**src/rtl/fetch_unit_if.sv**
```systemverilog
// rtl/fetch_unit_if.sv - redirect, instruction-memory and decode-side signals of the fetch unit
interface fetch_unit_if #(
    parameter int N = 32
);
    logic         redirect_valid;
    logic [N-1:0] redirect_pc;
    logic         imem_req;
    logic [N-1:0] imem_addr;
    logic         imem_ack;
    logic [N-1:0] imem_rdata;
    logic         out_valid;
    logic         out_ready;
    logic [N-1:0] out_instr;
    logic [N-1:0] out_pc;

    modport master (
        input  redirect_valid, redirect_pc, imem_ack, imem_rdata, out_ready,
        output imem_req, imem_addr, out_valid, out_instr, out_pc
    );

    modport slave (
        output redirect_valid, redirect_pc, imem_ack, imem_rdata, out_ready,
        input  imem_req, imem_addr, out_valid, out_instr, out_pc
    );
endinterface

```
**src/rtl/fetch_unit.sv**
```systemverilog
// rtl/fetch_unit.sv - instruction fetch front end with PC-tagged instruction FIFO
// Optional macro FETCH_ALIGN_CHECK_EN adds the sticky misalign_err output.
module fetch_unit #(
    parameter int           N          = 32,
    parameter int           ADDR_BITS  = 20,
    parameter logic [N-1:0] RESET_PC   = '0,
    parameter int           FIFO_DEPTH = 2
) (
    input  logic          clk,
    input  logic          reset,
    fetch_unit_if.master  bus
`ifdef FETCH_ALIGN_CHECK_EN
    ,
    output logic          misalign_err
`endif
);
    localparam int           PTR_W      = (FIFO_DEPTH > 1) ? $clog2(FIFO_DEPTH) : 1;
    localparam int           CNT_W      = PTR_W + 1;
    localparam logic [CNT_W-1:0] DEPTH_C = CNT_W'(FIFO_DEPTH);
    localparam logic [N-1:0] ADDR_MASK  = {{(N-ADDR_BITS){1'b0}}, {ADDR_BITS{1'b1}}};
    localparam logic [N-1:0] ALIGN_MASK = ADDR_MASK & {{(N-2){1'b1}}, 2'b00};

    typedef enum logic [1:0] {IDLE, REQ, DROP} state_t;

    state_t           state, state_next;
    logic [N-1:0]     pc;
    logic [N-1:0]     fifo_pc    [FIFO_DEPTH];
    logic [N-1:0]     fifo_instr [FIFO_DEPTH];
    logic [PTR_W-1:0] wr_ptr, rd_ptr;
    logic [CNT_W-1:0] count, count_post_pop;
    logic             push, pop, issue;

    assign bus.out_valid = (count != '0);
    assign bus.out_instr = fifo_instr[rd_ptr];
    assign bus.out_pc    = fifo_pc[rd_ptr];

    always_ff @(posedge clk) begin
        if (reset) state <= IDLE;
        else       state <= state_next;
    end

    // A redirect suppresses the pop and blocks new requests in the same cycle.
    always_comb begin
        state_next     = state;
        push           = 1'b0;
        issue          = 1'b0;
        pop            = bus.out_valid && bus.out_ready && !bus.redirect_valid;
        count_post_pop = count - CNT_W'(pop);
        case (state)
            IDLE: begin
                if (!bus.redirect_valid && (count_post_pop < DEPTH_C)) begin
                    issue      = 1'b1;
                    state_next = REQ;
                end
            end
            REQ: begin
                if (bus.imem_ack) begin
                    push       = !bus.redirect_valid;
                    state_next = IDLE;
                end else if (bus.redirect_valid) begin
                    state_next = DROP;
                end
            end
            DROP: begin
                if (bus.imem_ack) state_next = IDLE;
            end
            default: state_next = IDLE;
        endcase
    end

    always_ff @(posedge clk) begin
        if (reset) begin
            pc            <= RESET_PC & ADDR_MASK;
            wr_ptr        <= '0;
            rd_ptr        <= '0;
            count         <= '0;
            bus.imem_req  <= 1'b0;
            bus.imem_addr <= '0;
            for (int i = 0; i < FIFO_DEPTH; i++) begin
                fifo_pc[i]    <= '0;
                fifo_instr[i] <= '0;
            end
`ifdef FETCH_ALIGN_CHECK_EN
            misalign_err  <= 1'b0;
`endif
        end else begin
            // The request cannot be withdrawn, so it stays up until acked even across redirects.
            if (issue) begin
                bus.imem_req  <= 1'b1;
                bus.imem_addr <= pc;
            end else if ((state != IDLE) && bus.imem_ack) begin
                bus.imem_req  <= 1'b0;
            end

            if (bus.redirect_valid) begin
                pc     <= bus.redirect_pc & ALIGN_MASK;
                wr_ptr <= '0;
                rd_ptr <= '0;
                count  <= '0;
`ifdef FETCH_ALIGN_CHECK_EN
                if (bus.redirect_pc[1:0] != 2'b00) misalign_err <= 1'b1;
`endif
            end else begin
                if (push) begin
                    fifo_pc[wr_ptr]    <= pc;
                    fifo_instr[wr_ptr] <= bus.imem_rdata;
                    wr_ptr             <= wr_ptr + PTR_W'(1);
                    pc                 <= (pc + N'(4)) & ADDR_MASK;
                end
                if (pop) rd_ptr <= rd_ptr + PTR_W'(1);
                count <= count + CNT_W'(push) - CNT_W'(pop);
            end
        end
    end
endmodule
```
**src/flat_wrapper.sv**
```systemverilog
// flat-port wrapper written by rule: the top's interface ports become plain ports
module fetch_unit_flat 
#(
    parameter int           N          = 32,
    parameter int           ADDR_BITS  = 20,
    parameter logic [N-1:0] RESET_PC   = '0,
    parameter int           FIFO_DEPTH = 2
)
  (clk, reset, bus_redirect_valid, bus_redirect_pc, bus_imem_ack, bus_imem_rdata, bus_out_ready, bus_imem_req, bus_imem_addr, bus_out_valid, bus_out_instr, bus_out_pc);
  fetch_unit_if #(.N(N)) bus_i ();
  input  logic clk;
  input  logic reset;
  input wire logic [$bits(bus_i.redirect_valid)-1:0] bus_redirect_valid;
  input wire logic [$bits(bus_i.redirect_pc)-1:0] bus_redirect_pc;
  input wire logic [$bits(bus_i.imem_ack)-1:0] bus_imem_ack;
  input wire logic [$bits(bus_i.imem_rdata)-1:0] bus_imem_rdata;
  input wire logic [$bits(bus_i.out_ready)-1:0] bus_out_ready;
  output wire logic [$bits(bus_i.imem_req)-1:0] bus_imem_req;
  output wire logic [$bits(bus_i.imem_addr)-1:0] bus_imem_addr;
  output wire logic [$bits(bus_i.out_valid)-1:0] bus_out_valid;
  output wire logic [$bits(bus_i.out_instr)-1:0] bus_out_instr;
  output wire logic [$bits(bus_i.out_pc)-1:0] bus_out_pc;
  assign bus_i.redirect_valid = bus_redirect_valid;
  assign bus_i.redirect_pc = bus_redirect_pc;
  assign bus_i.imem_ack = bus_imem_ack;
  assign bus_i.imem_rdata = bus_imem_rdata;
  assign bus_i.out_ready = bus_out_ready;
  assign bus_imem_req = bus_i.imem_req;
  assign bus_imem_addr = bus_i.imem_addr;
  assign bus_out_valid = bus_i.out_valid;
  assign bus_out_instr = bus_i.out_instr;
  assign bus_out_pc = bus_i.out_pc;
  fetch_unit #(.N(N), .ADDR_BITS(ADDR_BITS), .RESET_PC(RESET_PC), .FIFO_DEPTH(FIFO_DEPTH)) u_core (.clk(clk), .reset(reset), .bus(bus_i));
endmodule
```
**config.mk**
```make
export PLATFORM = sky130hd
export DESIGN_NAME = fetch_unit_flat
export DESIGN_NICKNAME = d
export VERILOG_FILES = /design/src/rtl/fetch_unit_if.sv /design/src/rtl/fetch_unit.sv /design/src/flat_wrapper.sv
export SDC_FILE = /design/constraint.sdc
export NUM_CORES = 1
export LEC_CHECK = 0
export BUFFER_PORTS_ARGS = -buffer_cell sky130_fd_sc_hd__buf_2
export CAP_MARGIN = 20
export CORE_ASPECT_RATIO = 1.2
export CORE_MARGIN = 4
export CORE_UTILIZATION = 23
export CTS_BUF_LIST = sky130_fd_sc_hd__clkbuf_2
export DETAILED_ROUTE_END_ITERATION = 7
export HOLD_SLACK_MARGIN = 0.12
export PLACE_DENSITY = 0.47
export SYNTH_ARGS = -nofsm -noshare
export SYNTH_HDL_FRONTEND = slang
export SYNTH_SLANG_ARGS = --single-unit
```
**constraint.sdc**
```tcl
create_clock -name clk -period 5 [get_ports clk]
set_input_delay 0.5 -clock clk [delete_from_list [all_inputs] [get_ports clk]]
set_output_delay 0.5 -clock clk [all_outputs]
set_load 0.1 [all_outputs]
```
==> results.py <==
metrics = {
    "status": {
        "status": "completed",
    },
    "synth": {
        "syn-mean-instance-area_um2": 11.8,
        "synth_cell_type_count": 45,
        "synthCells": 559,
        "yosys_warnings": 0,
        "ys_seq_area_frac": 0.589,
        "synthArstFlopShare": 0,
        "syn-cell-area_um2": 6600,
        "synth_edf_count": 100,
        "synthFlopType": "edfxtp_1",
        "synth-seq-cells": 144,
    },
    "timing": {
        "slew_viol_final": 0,
        "period_needed_ps": 3320,
        "hold_viol": 0,
        "fin_crit_sh": 0.664,
        "setup_viol": 0,
        "fmax_mhz": 301,
        "worstMarginPinSlew_ps": 1010,
        "fin_tns_setup_ps": 0,
        "relSlewSlack": 0.321,
        "fin_ws_ps": 1680,
        "finClkSkew_ps": 69.9,
        "rsz0062_at_grt": "no",
        "hold_slack_ps": 277,
    },
    "placed_design": {
        "place_inst": 1029,
        "place.gp.congestion": 0.747,
        "dpl_cell_area_um2": 7490,
        "dp.final_hpwl_um": 10500,
        "place_ws_ps": 1570,
        "io_buffers": 124,
    },
    "power": {
        "p_leak_nw": 3.30,
        "power.density_nw_per_um2": 309,
        "ir_drop_uv": 132,
        "p_total_mw": 2.57,
    },
    "clock_tree": {
        "h-tree-depth": 4,
        "numCtsBuffers": 17,
        "cts.repair.resized": 0,
        "cts.clk_slew.worst_paths_ps": 280,
        "clkLatencyLatePin_ps": 760,
        "cts_tree": "yes",
        "clk_path_buf_depth": 2,
        "clock_sinks": 144,
        "cts_root_buffer": "clkbuf_2",
    },
    "routing": {
        "viasPerCell": 4.05,
        "drtPass1Iterations": 4,
        "num_vias": 4540,
        "ant_nets": 0,
        "drt_first_iter_violations": 185,
        "post_drt_wl_per_cell_um": 15.0,
        "drc": 0,
        "wl_um": 16900,
    },
    "grt": {
        "overflow": 0,
        "grt_pass1_vias": 4727,
        "grt_pass1_wl_um": 26500,
        "grt_usage": 0.109,
        "grt_max_degree": 52,
        "antenna_found_initial": 1,
    },
    "critical_path": {
        "critPathRequiredTime_ps": 4500,
        "end_kind": "output pin",
        "worstSetupStartpointType": "register",
        "cp_slowest_cell": "dfxtp_2",
        "crit_arrival_ps": 2820,
        "path_class": "reg2out",
        "worstPathMaxFanout": 34,
        "crit_path_max_incr_delay_ps": 970,
        "crit_chain": "buf_4, mux2_2, buf_2",
    },
    "finish": {
        "drive_above_1_share": 0.307,
        "finalNonFillerCells": 1121,
        "area_growth_pct": 26.2,
        "fin_nets": 799,
        "fin_area_um2": 8320,
        "final_util": 0.296,
        "nFillCells": 2915,
    },
    "floorplanning": {
        "coreArea_um2": 28100,
        "die_y_um": 194,
        "die-area_um2": 31500,
        "start_util": 0.235,
        "ioPinCount": 167,
        "fp-row-count": 67,
        "die_w_um": 163,
    },
    "worst_hold_path": {
        "hp-class": "in2reg",
    },
    "job": {
        "maxCapViolCount": 0,
    },
}
[report_power, final]
part / leakage (nW) / switching, mW / internal (mW) / total (mW)
clock: 0.156 / 0.501 / 0.211 / 0.711
sequential: 1.39 / 0.0375 / 1.32 / 1.36
combinational: 1.76 / 0.393 / 0.104 / 0.497
[flip-flops by register name, summed over array words and instances (netlist names), named ones only]
register	count
u_core.bus.imem_addr	18
u_core.state	2
u_core.wr_ptr	1
u_core.pc	18
u_core.fifo_instr	64
u_core.count	2
u_core.rd_ptr	1
u_core.fifo_pc	36
u_core.bus.imem_req	1
[layout by cell type (no fill, tap or decap), types with 4 or more instances in the layout]
cell type      count
conb_1            28
o21ai_0            7
edfxtp_1         100
nand3_1            6
xnor2_1           10
nor2_1            21
nand4_1            6
dlygate4sd3_1     58
a21oi_1           23
inv_1              7
inv_6              4
inv_8              6
dfxtp_1           43
buf_2            124
nand2_1           53
buf_4              5
nor3_1             9
mux2_2            52
a211oi_1           6
nor4_1            11
clkbuf_2          17
and2_1            96
[critical path: cells and delay by family, from the launching register on]
| kind | cells | cell delay (ps) |
|---|---|---|
| flops | 1 | 970 |
| mux | 1 | 400 |
| buf+inv | 2 | 720 |
[per-layer routing]
layer  up-vias  track usage  part of all wire
li1       2247            -                 -
met1      2166        0.135              0.45
met2       113        0.187              0.50
met3        14       0.0287             0.044
met4         0       0.0305             0.011
met5         -            0                 0
[cell type report]
| type | instances | area [µm²] | share of cell area |
|---|---|---|---|
| diodes | 2 | 5.00 | 0.000601 |
| well taps | 379 | 474 | 0.0570 |
| multi-input cells | 370 | 2450 | 0.294 |
| clock buffers | 17 | 85.1 | 0.0102 |
| flip-flops and latches | 144 | 3880 | 0.467 |
| inverters | 7 | 26.3 | 0.00316 |
| repair buffers | 187 | 1240 | 0.149 |
| clock inverters | 15 | 163 | 0.0195 |
[worst paths after layout]
| check | startpoint | to | slack (ps) | cells after the start |
|---|---|---|---|---|
| max | register | bus_out_pc[15] | 1680 | 3 |
| max reg2reg | u_core.state[0] | u_core.fifo_instr[1][9] | 1720 | 4 |
| min reg2reg | u_core.bus.imem_addr[9] | u_core.bus.imem_addr[9] | 470 | 2 |
| min | bus_redirect_valid | u_core.pc[16] | 280 | 3 |
[cells in the mapped netlist (all sizes together), types with 2 or more instances]
| master | instances | area share |
|---|---|---|
| edfxtp | 100 | 0.46 |
| and2 | 98 | 0.093 |
| nand2 | 53 | 0.030 |
| mux2 | 52 | 0.089 |
| dfxtp | 44 | 0.13 |
| buf | 39 | 0.039 |
| clkbuf | 26 | 0.015 |
| a21oi | 23 | 0.017 |
| nor2 | 21 | 0.012 |
| nor4 | 12 | 0.014 |
| nor3 | 10 | 0.0076 |
| xnor2 | 10 | 0.013 |
| inv | 7 | 0.0040 |
| nand4 | 7 | 0.0089 |
| o21ai | 7 | 0.0053 |
| a211oi | 6 | 0.0068 |
| nand3 | 6 | 0.0046 |
| and3 | 4 | 0.0038 |
| ha | 3 | 0.0057 |
| mux2i | 3 | 0.0046 |
| nor3b | 3 | 0.0034 |
| or2 | 3 | 0.0028 |
| xor2 | 3 | 0.0040 |
| a221o | 2 | 0.0030 |
| a311oi | 2 | 0.0027 |
| nand4b | 2 | 0.0027 |
| or4 | 2 | 0.0028 |
[repair_timing]
item / in CTS / in global routing
setup buffers: 0 / 0
endpoints found under the hold margin: 88 / 0
hold buffers: 58 / 0
[logic make-up (layout without fill, tap and decap cells)]
| kind of cell | count (synthesis) | count (layout) | share of synthesized area |
|---|---|---|---|
| AOI/OAI and AO/OA | 46 | 46 | 0.0438 |
| xor gates and xnor gates | 13 | 13 | 0.0173 |
| adders and majority gates | 3 | 3 | 0.00569 |
| buffers and inverters | 72 | 226 | 0.0586 |
| DFF | 144 | 144 | 0.589 |
| muxes | 55 | 55 | 0.0933 |
| other | 1 | 30 | 0.000568 |
| and+or+nand+nor | 225 | 225 | 0.192 |
(Power assumes the default switching activity.)
